$ cat config.mk
export PLATFORM = sky130hd
export DESIGN_NAME = run_controller
export DESIGN_NICKNAME = d
export VERILOG_FILES = /design/src/rtl/run_controller.sv
export SDC_FILE = /design/constraint.sdc
export NUM_CORES = 1
export LEC_CHECK = 0
export CAP_MARGIN = 10
export CORE_MARGIN = 4
export CORE_UTILIZATION = 50
export DETAILED_ROUTE_END_ITERATION = 7
export GPL_ROUTABILITY_DRIVEN = 0
export PLACE_DENSITY = 0.76
export SYNTH_ARGS = -nofsm -noshare
export SYNTH_HDL_FRONTEND = slang
export SYNTH_SLANG_ARGS = --single-unit
$ cat constraint.sdc
create_clock -name clk -period 2.2 [get_ports clk]
set_input_delay 0.33 -clock clk [delete_from_list [all_inputs] [get_ports clk]]
set_output_delay 0.33 -clock clk [all_outputs]
set_load 0.005 [all_outputs]
$ cat src/rtl/run_controller.sv
// ---------------------------------------------------------------------------
// run_controller
//
// Top-level run sequencer for the 9-bit single-cycle core. It handles the
// start/hold/program/done handshake with the testbench and drives the core:
//   - core_rst clears the pc, register file and data memory while the core
//     is not running.
//   - core_en gates every core state update, so the core only advances in RUN.
//   - The decoder's halt is turned into a sticky done flag.
//   - RUN cycles are counted for performance reporting.
//
// Optional feature: define RUN_CONTROLLER_WATCHDOG_EN to end a run after
// MAX_CYCLES RUN cycles with timeout=1. Without the macro, timeout stays 0
// and a run ends only through halt_in or start.
//
// Parameters:
//   CNT_W        width of cycle_count
//   INIT_CYCLES  cycles core_rst stays asserted in INIT (1..15)
//   MAX_CYCLES   watchdog limit in RUN cycles (< 2**CNT_W)
//
// Ports:
//   clk          system clock
//   reset        asynchronous, active-high reset
//   start        start level; high holds, falling edge launches a run
//   halt_in      halt decode for the current instruction
//   core_rst     synchronous clear to pc / register file / data memory
//   core_en      core state-update enable
//   done         program finished, sticky until the next start
//   timeout      run ended by the watchdog
//   cycle_count  RUN cycles executed in the current/last run
//   state_dbg    FSM state: IDLE=0, HOLD=1, INIT=2, RUN=3, DONE=4
// ---------------------------------------------------------------------------
module run_controller #(
  parameter int CNT_W       = 16,
  parameter int INIT_CYCLES = 2,
  parameter int MAX_CYCLES  = 65535
) (
  input  logic             clk,
  input  logic             reset,
  input  logic             start,
  input  logic             halt_in,
  output logic             core_rst,
  output logic             core_en,
  output logic             done,
  output logic             timeout,
  output logic [CNT_W-1:0] cycle_count,
  output logic [2:0]       state_dbg
);

  typedef enum logic [2:0] {
    ST_IDLE = 3'd0,
    ST_HOLD = 3'd1,
    ST_INIT = 3'd2,
    ST_RUN  = 3'd3,
    ST_DONE = 3'd4
  } state_t;

  // Last value the init counter reaches before RUN is entered.
  localparam logic [3:0] INIT_LAST = 4'(INIT_CYCLES - 1);
  localparam logic [CNT_W-1:0] CNT_ONE = {{(CNT_W-1){1'b0}}, 1'b1};
  localparam logic [CNT_W-1:0] CNT_MAX = {CNT_W{1'b1}};

`ifdef RUN_CONTROLLER_WATCHDOG_EN
  // Count value at which the next RUN edge is the last one allowed.
  localparam logic [CNT_W-1:0] WD_LAST = CNT_W'(MAX_CYCLES - 1);
`endif

  // Out-of-range parameters leave an empty marker block in the hierarchy so
  // a bad configuration is easy to spot when browsing the elaborated design.
  if ((INIT_CYCLES < 1) || (INIT_CYCLES > 15) || (MAX_CYCLES < 1)) begin : g_param_out_of_range
  end

  state_t           state_r, state_next_s;
  logic [3:0]       init_cnt_r, init_cnt_next_s;
  logic [CNT_W-1:0] count_r, count_next_s, count_inc_s;
  logic             done_r, done_next_s;
  logic             timeout_r, timeout_next_s;
  logic             core_rst_r, core_rst_next_s;
  logic             core_en_r, core_en_next_s;

  // Saturating increment of the RUN cycle counter.
  always_comb begin
    count_inc_s = count_r;
    if (count_r == CNT_MAX) begin
      count_inc_s = count_r;
    end else begin
      count_inc_s = count_r + CNT_ONE;
    end
  end

  // Next-state, counter and flag logic.
  always_comb begin
    state_next_s    = state_r;
    init_cnt_next_s = init_cnt_r;
    count_next_s    = count_r;
    done_next_s     = done_r;
    timeout_next_s  = timeout_r;
    case (state_r)
      ST_IDLE: begin
        done_next_s    = 1'b0;
        timeout_next_s = 1'b0;
        if (start) begin
          state_next_s = ST_HOLD;
        end else begin
          state_next_s = ST_IDLE;
        end
      end
      ST_HOLD: begin
        done_next_s    = 1'b0;
        timeout_next_s = 1'b0;
        if (!start) begin
          state_next_s    = ST_INIT;
          init_cnt_next_s = 4'd0;
          count_next_s    = {CNT_W{1'b0}};
        end else begin
          state_next_s = ST_HOLD;
        end
      end
      ST_INIT: begin
        done_next_s     = 1'b0;
        timeout_next_s  = 1'b0;
        init_cnt_next_s = init_cnt_r + 4'd1;
        if (init_cnt_r == INIT_LAST) begin
          state_next_s = ST_RUN;
        end else begin
          state_next_s = ST_INIT;
        end
      end
      ST_RUN: begin
        // Abort has priority over halt; an aborted cycle is not counted.
        if (start) begin
          state_next_s = ST_HOLD;
        end else if (halt_in) begin
          state_next_s = ST_DONE;
          count_next_s = count_inc_s;
          done_next_s  = 1'b1;
`ifdef RUN_CONTROLLER_WATCHDOG_EN
        end else if (count_r == WD_LAST) begin
          state_next_s   = ST_DONE;
          count_next_s   = count_inc_s;
          done_next_s    = 1'b1;
          timeout_next_s = 1'b1;
`endif
        end else begin
          state_next_s = ST_RUN;
          count_next_s = count_inc_s;
        end
      end
      ST_DONE: begin
        if (start) begin
          state_next_s   = ST_HOLD;
          done_next_s    = 1'b0;
          timeout_next_s = 1'b0;
        end else begin
          state_next_s = ST_DONE;
        end
      end
      default: begin
        state_next_s    = ST_IDLE;
        init_cnt_next_s = 4'd0;
        done_next_s     = 1'b0;
        timeout_next_s  = 1'b0;
      end
    endcase
  end

  // Core control decoded from the next state, so the registered outputs
  // line up with the state register.
  always_comb begin
    core_rst_next_s = 1'b1;
    core_en_next_s  = 1'b0;
    case (state_next_s)
      ST_RUN: begin
        core_rst_next_s = 1'b0;
        core_en_next_s  = 1'b1;
      end
      ST_DONE: begin
        core_rst_next_s = 1'b0;
        core_en_next_s  = 1'b0;
      end
      default: begin
        core_rst_next_s = 1'b1;
        core_en_next_s  = 1'b0;
      end
    endcase
  end

  // State, counters, flags and registered core controls.
  always_ff @(posedge clk or posedge reset) begin
    if (reset) begin
      state_r    <= ST_IDLE;
      init_cnt_r <= 4'd0;
      count_r    <= {CNT_W{1'b0}};
      done_r     <= 1'b0;
      timeout_r  <= 1'b0;
      core_rst_r <= 1'b1;
      core_en_r  <= 1'b0;
    end else begin
      state_r    <= state_next_s;
      init_cnt_r <= init_cnt_next_s;
      count_r    <= count_next_s;
      done_r     <= done_next_s;
      timeout_r  <= timeout_next_s;
      core_rst_r <= core_rst_next_s;
      core_en_r  <= core_en_next_s;
    end
  end

  assign core_rst    = core_rst_r;
  assign core_en     = core_en_r;
  assign done        = done_r;
  assign timeout     = timeout_r;
  assign cycle_count = count_r;
  assign state_dbg   = state_r;

endmodule

==> run metrics, run 1 <==
run status completed; Core ar. between 2000 and 3000 µm²; die area 3990 µm²; Yosys warnings 0; power density over cell area 957 nW/µm²; Post-Place Cells 220; Leakage 0.735 nW; cell area after synthesis 1520 µm²; smallest setup slack after layout 0.242 ns; Period minus WS final 1.96 ns; synthesis-stage register bit count 26; Clock Latency Late Sink 0.32 ns; sequential share of power 42.2%; unique cell type count in the Yosys netlist 49; hold_buf cts 0; antenna violations before repair 0; RSZ-0062 raised after global routing no; Mean Syn Cell Area ~9 µm²; Internal Pwr Total roughly 1.1 mW; Comb pwr share 43.9%; total count of max-transition violations in the final report 0; wire length of the first global-routing pass 6420 µm; remaining routing DRC violations 0; worst hold path class in2async; largest fanout on the critical path 7; fillcell total 233; per-cell via count in the routed design 6.60; CTS sink count 26; crit path DAT 2.17 ns; CTS root buffer sky130_fd_sc_hd__clkbuf_4; HPWL after DPL 2730 µm; starting density of the core 53.8%; sequential-to-total area share from yosys stat 42.8%; post-synthesis instance total 168; Max Clock Freq around 500 MHz; top-level port count 27; Antenna Violating Nets Remaining 0; max-cap check violation count 0; number of standard cells in the final layout excluding fillers around 220; number of nets in the final layout 201; via count of the routed design between 1000 and 1500; number of hold-slack violations in the final timing report 0; wirelength, routed roughly 3800 µm; fraction of layout cells with a size suffix above 1 around 7.8%; count of standard-cell rows 19; Max-Slew Margin vs Limit 64.2%; largest net degree at the start of global routing 16; Sw Pwr 699 µW; number of buffer cells added on primary ports 25; data required time of the worst path 2.41 ns; via count of the first global-routing pass about 1500; crit end category flip-flop; All-Layer GR Usage 19.5%; Setup Viol. Count Final 0; number of enable-type register cells in the synthesized netlist 0; Net Sw Frac 39.7%; transition time at the pin with the least slew margin 0.537 ns; Async SR Flop Fraction 100%; peak supply drop 0.695 mV; Final Skew 0.000910 ns; Critical Setup Path Class reg2reg; iteration count of the initial detailed-routing pass 4; area added between synthesis and finish 21.1%; number of buffers added by the clock tree synthesis step 3; deepest clock path buffer count 2; clock network power share 13.9%; number of gates given a new drive strength after cts 0; number of DRC markers after the initial detailed-route iteration 92; drt wl/cell 16.9 µm; Worst-path clk slew between 0.1 and 0.15 ns; post-route fraction of the period consumed by the critical path 89.0%; Die X 63.2 µm; clock tree from TritonCTS yes; CTS H-tree depth 1; Place WS ~0.24 ns; flip-flop cell with the highest count after synthesis sky130_fd_sc_hd__dfrtp_1; post-synthesis net count 175; startpoint type of the worst setup path flip-flop; total overflow reported by the global router 0; Sum Neg Setup Slack 0 ns; vertical die dimension 63.2 µm; number of setup buffers added after CTS 0; Inserted Diodes 0
==> metal layers <==
metal	up-vias	global-route usage (%)	share of wire, %
met4	0	10.2	1.6
met2	47	32.8	50
met3	8	2.84	4.2
met1	732	24.1	44
li1	692	-	-
met5	-	0	0
==> Yosys cell counts, types with 2 or more instances <==
library cell | n | share of area [%]
sky130_fd_sc_hd__o21ai_0 | 9 | 3.0
sky130_fd_sc_hd__o21ai_1 | 7 | 2.3
sky130_fd_sc_hd__a41oi_1 | 2 | 1.2
sky130_fd_sc_hd__mux2i_1 | 3 | 2.0
sky130_fd_sc_hd__inv_1 | 4 | 0.99
sky130_fd_sc_hd__nor3_1 | 4 | 1.3
sky130_fd_sc_hd__nor2_1 | 8 | 2.0
sky130_fd_sc_hd__o2bb2ai_1 | 2 | 1.2
sky130_fd_sc_hd__and4_1 | 3 | 1.7
sky130_fd_sc_hd__a31oi_1 | 2 | 0.82
sky130_fd_sc_hd__dfrtp_1 | 25 | 41
sky130_fd_sc_hd__nor4b_1 | 2 | 1.2
sky130_fd_sc_hd__clkbuf_1 | 4 | 0.99
sky130_fd_sc_hd__or4_1 | 2 | 0.99
sky130_fd_sc_hd__nand2_1 | 15 | 3.7
sky130_fd_sc_hd__nand3_1 | 10 | 3.3
sky130_fd_sc_hd__nor2b_1 | 3 | 1.2
sky130_fd_sc_hd__o211ai_1 | 3 | 1.5
sky130_fd_sc_hd__nand2b_1 | 2 | 0.82
sky130_fd_sc_hd__ha_1 | 3 | 2.5
sky130_fd_sc_hd__o41ai_1 | 2 | 1.2
sky130_fd_sc_hd__nand4_1 | 7 | 2.9
sky130_fd_sc_hd__a21oi_1 | 7 | 2.3
sky130_fd_sc_hd__buf_2 | 4 | 1.3
sky130_fd_sc_hd__o31ai_1 | 9 | 4.4
sky130_fd_sc_hd__a21o_1 | 3 | 1.5
==> sequential cells by signal, indices dropped and copies added (netlist names) <==
register,cells
cycle_count,16
init_cnt_r,4
state_dbg,3
core_en,1
core_rst,1
done,1
==> area by class of cell <==
type                    count  area (µm²)  area share, %
multi-input cells         127         797           43.3
flip-flops and latches     26         652           35.4
repair buffers             32         303           16.4
well taps                  31        38.8           2.11
clock buffers               4        36.3           1.97
inverters                   4        15.0          0.815
==> logic make-up (layout without fill, tap and decap cells) <==
family | after synthesis | count (layout) | synth area share, %
simple gates | 65 | 65 | 23.5
buf+inv | 15 | 40 | 4.77
flops | 26 | 26 | 42.8
compound gates | 55 | 55 | 24.2
fa+ha+maj | 3 | 3 | 2.47
other cells | 1 | 1 | 0.246
mux | 3 | 3 | 1.97
==> layout by cell type, fill, tap and decap left out, types with 2 or more instances in the layout <==
master                            instances
sky130_fd_sc_hd__nor3_1                   4
sky130_fd_sc_hd__nand4_1                  7
sky130_fd_sc_hd__a21o_1                   3
sky130_fd_sc_hd__nand2_1                 15
sky130_fd_sc_hd__a31oi_1                  2
sky130_fd_sc_hd__nand2b_1                 2
sky130_fd_sc_hd__nor2b_1                  3
sky130_fd_sc_hd__nand3_1                 10
sky130_fd_sc_hd__mux2i_1                  3
sky130_fd_sc_hd__a41oi_1                  2
sky130_fd_sc_hd__clkdlybuf4s50_1         25
sky130_fd_sc_hd__o2bb2ai_1                2
sky130_fd_sc_hd__or4_1                    2
sky130_fd_sc_hd__and4_1                   3
sky130_fd_sc_hd__nor2_1                   8
sky130_fd_sc_hd__inv_1                    4
sky130_fd_sc_hd__o21ai_1                  7
sky130_fd_sc_hd__buf_4                    7
sky130_fd_sc_hd__clkbuf_4                 3
sky130_fd_sc_hd__o21ai_0                  9
sky130_fd_sc_hd__o31ai_1                  9
sky130_fd_sc_hd__a21oi_1                  7
sky130_fd_sc_hd__o211ai_1                 3
sky130_fd_sc_hd__ha_1                     3
sky130_fd_sc_hd__dfrtp_1                 25
sky130_fd_sc_hd__o41ai_1                  2
sky130_fd_sc_hd__nor4b_1                  2
==> power groups by stage <==
stage	Combinational, mW	Sequential [mW]	Clock [mW]
final	0.773	0.744	0.246
after global routing	0.857	0.764	0.276
after CTS	0.768	0.738	0.251
after detailed placement	0.764	0.747	0
after global placement	0.739	0.739	0
after floorplan	0.476	0.706	0
==> worst paths after layout <==
kind | start | to | slack, ns | depth (start not counted)
hold / removal | reset | state_dbg[2] | 0.33 | 2
min in group clk | init_cnt_r[3] | init_cnt_r[3] | 0.52 | 1
setup / recovery | cycle_count[0] | cycle_count[3] | 0.24 | 5
hold reg to reg | init_cnt_r[3] | init_cnt_r[3] | 0.52 | 1
max in group asynchronous | reset | cycle_count[13] | 1.30 | 3
setup reg to reg | cycle_count[0] | cycle_count[3] | 0.24 | 5
==> worst max-delay path, cell delays in order (launching register included) <==
cell	delay [ns]
sky130_fd_sc_hd__dfrtp_1	0.48
sky130_fd_sc_hd__ha_1	0.27
sky130_fd_sc_hd__nand4_1	0.17
sky130_fd_sc_hd__or4_4	0.58
sky130_fd_sc_hd__nand2_1	0.22
sky130_fd_sc_hd__o31ai_1	0.13
==> stage by stage <==
step | power (mW) | utilization, % | instance area [µm²] | hold WS, ns
finish | 1.76 | 65.1 | 1840 | 0.334
global route | 1.90 | 65.1 | 1840 | 0.372
CTS | 1.76 | 65.1 | 1840 | 0.346
detailed placement | 1.51 | 63.8 | 1810 | 0.489
global placement | 1.48 | 63.8 | 1810 | 0.463
floorplan | 1.18 | - | 1520 | 0.369
(Power assumes the default switching activity.)
==> inputs of run 2 (changes only) <==
CAP_MARGIN = 20   (was 10)
TNS_END_PERCENT = 20   (was unset)
==> results of run 2 <==
Same layout as run 1: the final DEF is identical, and so are final timing and power.
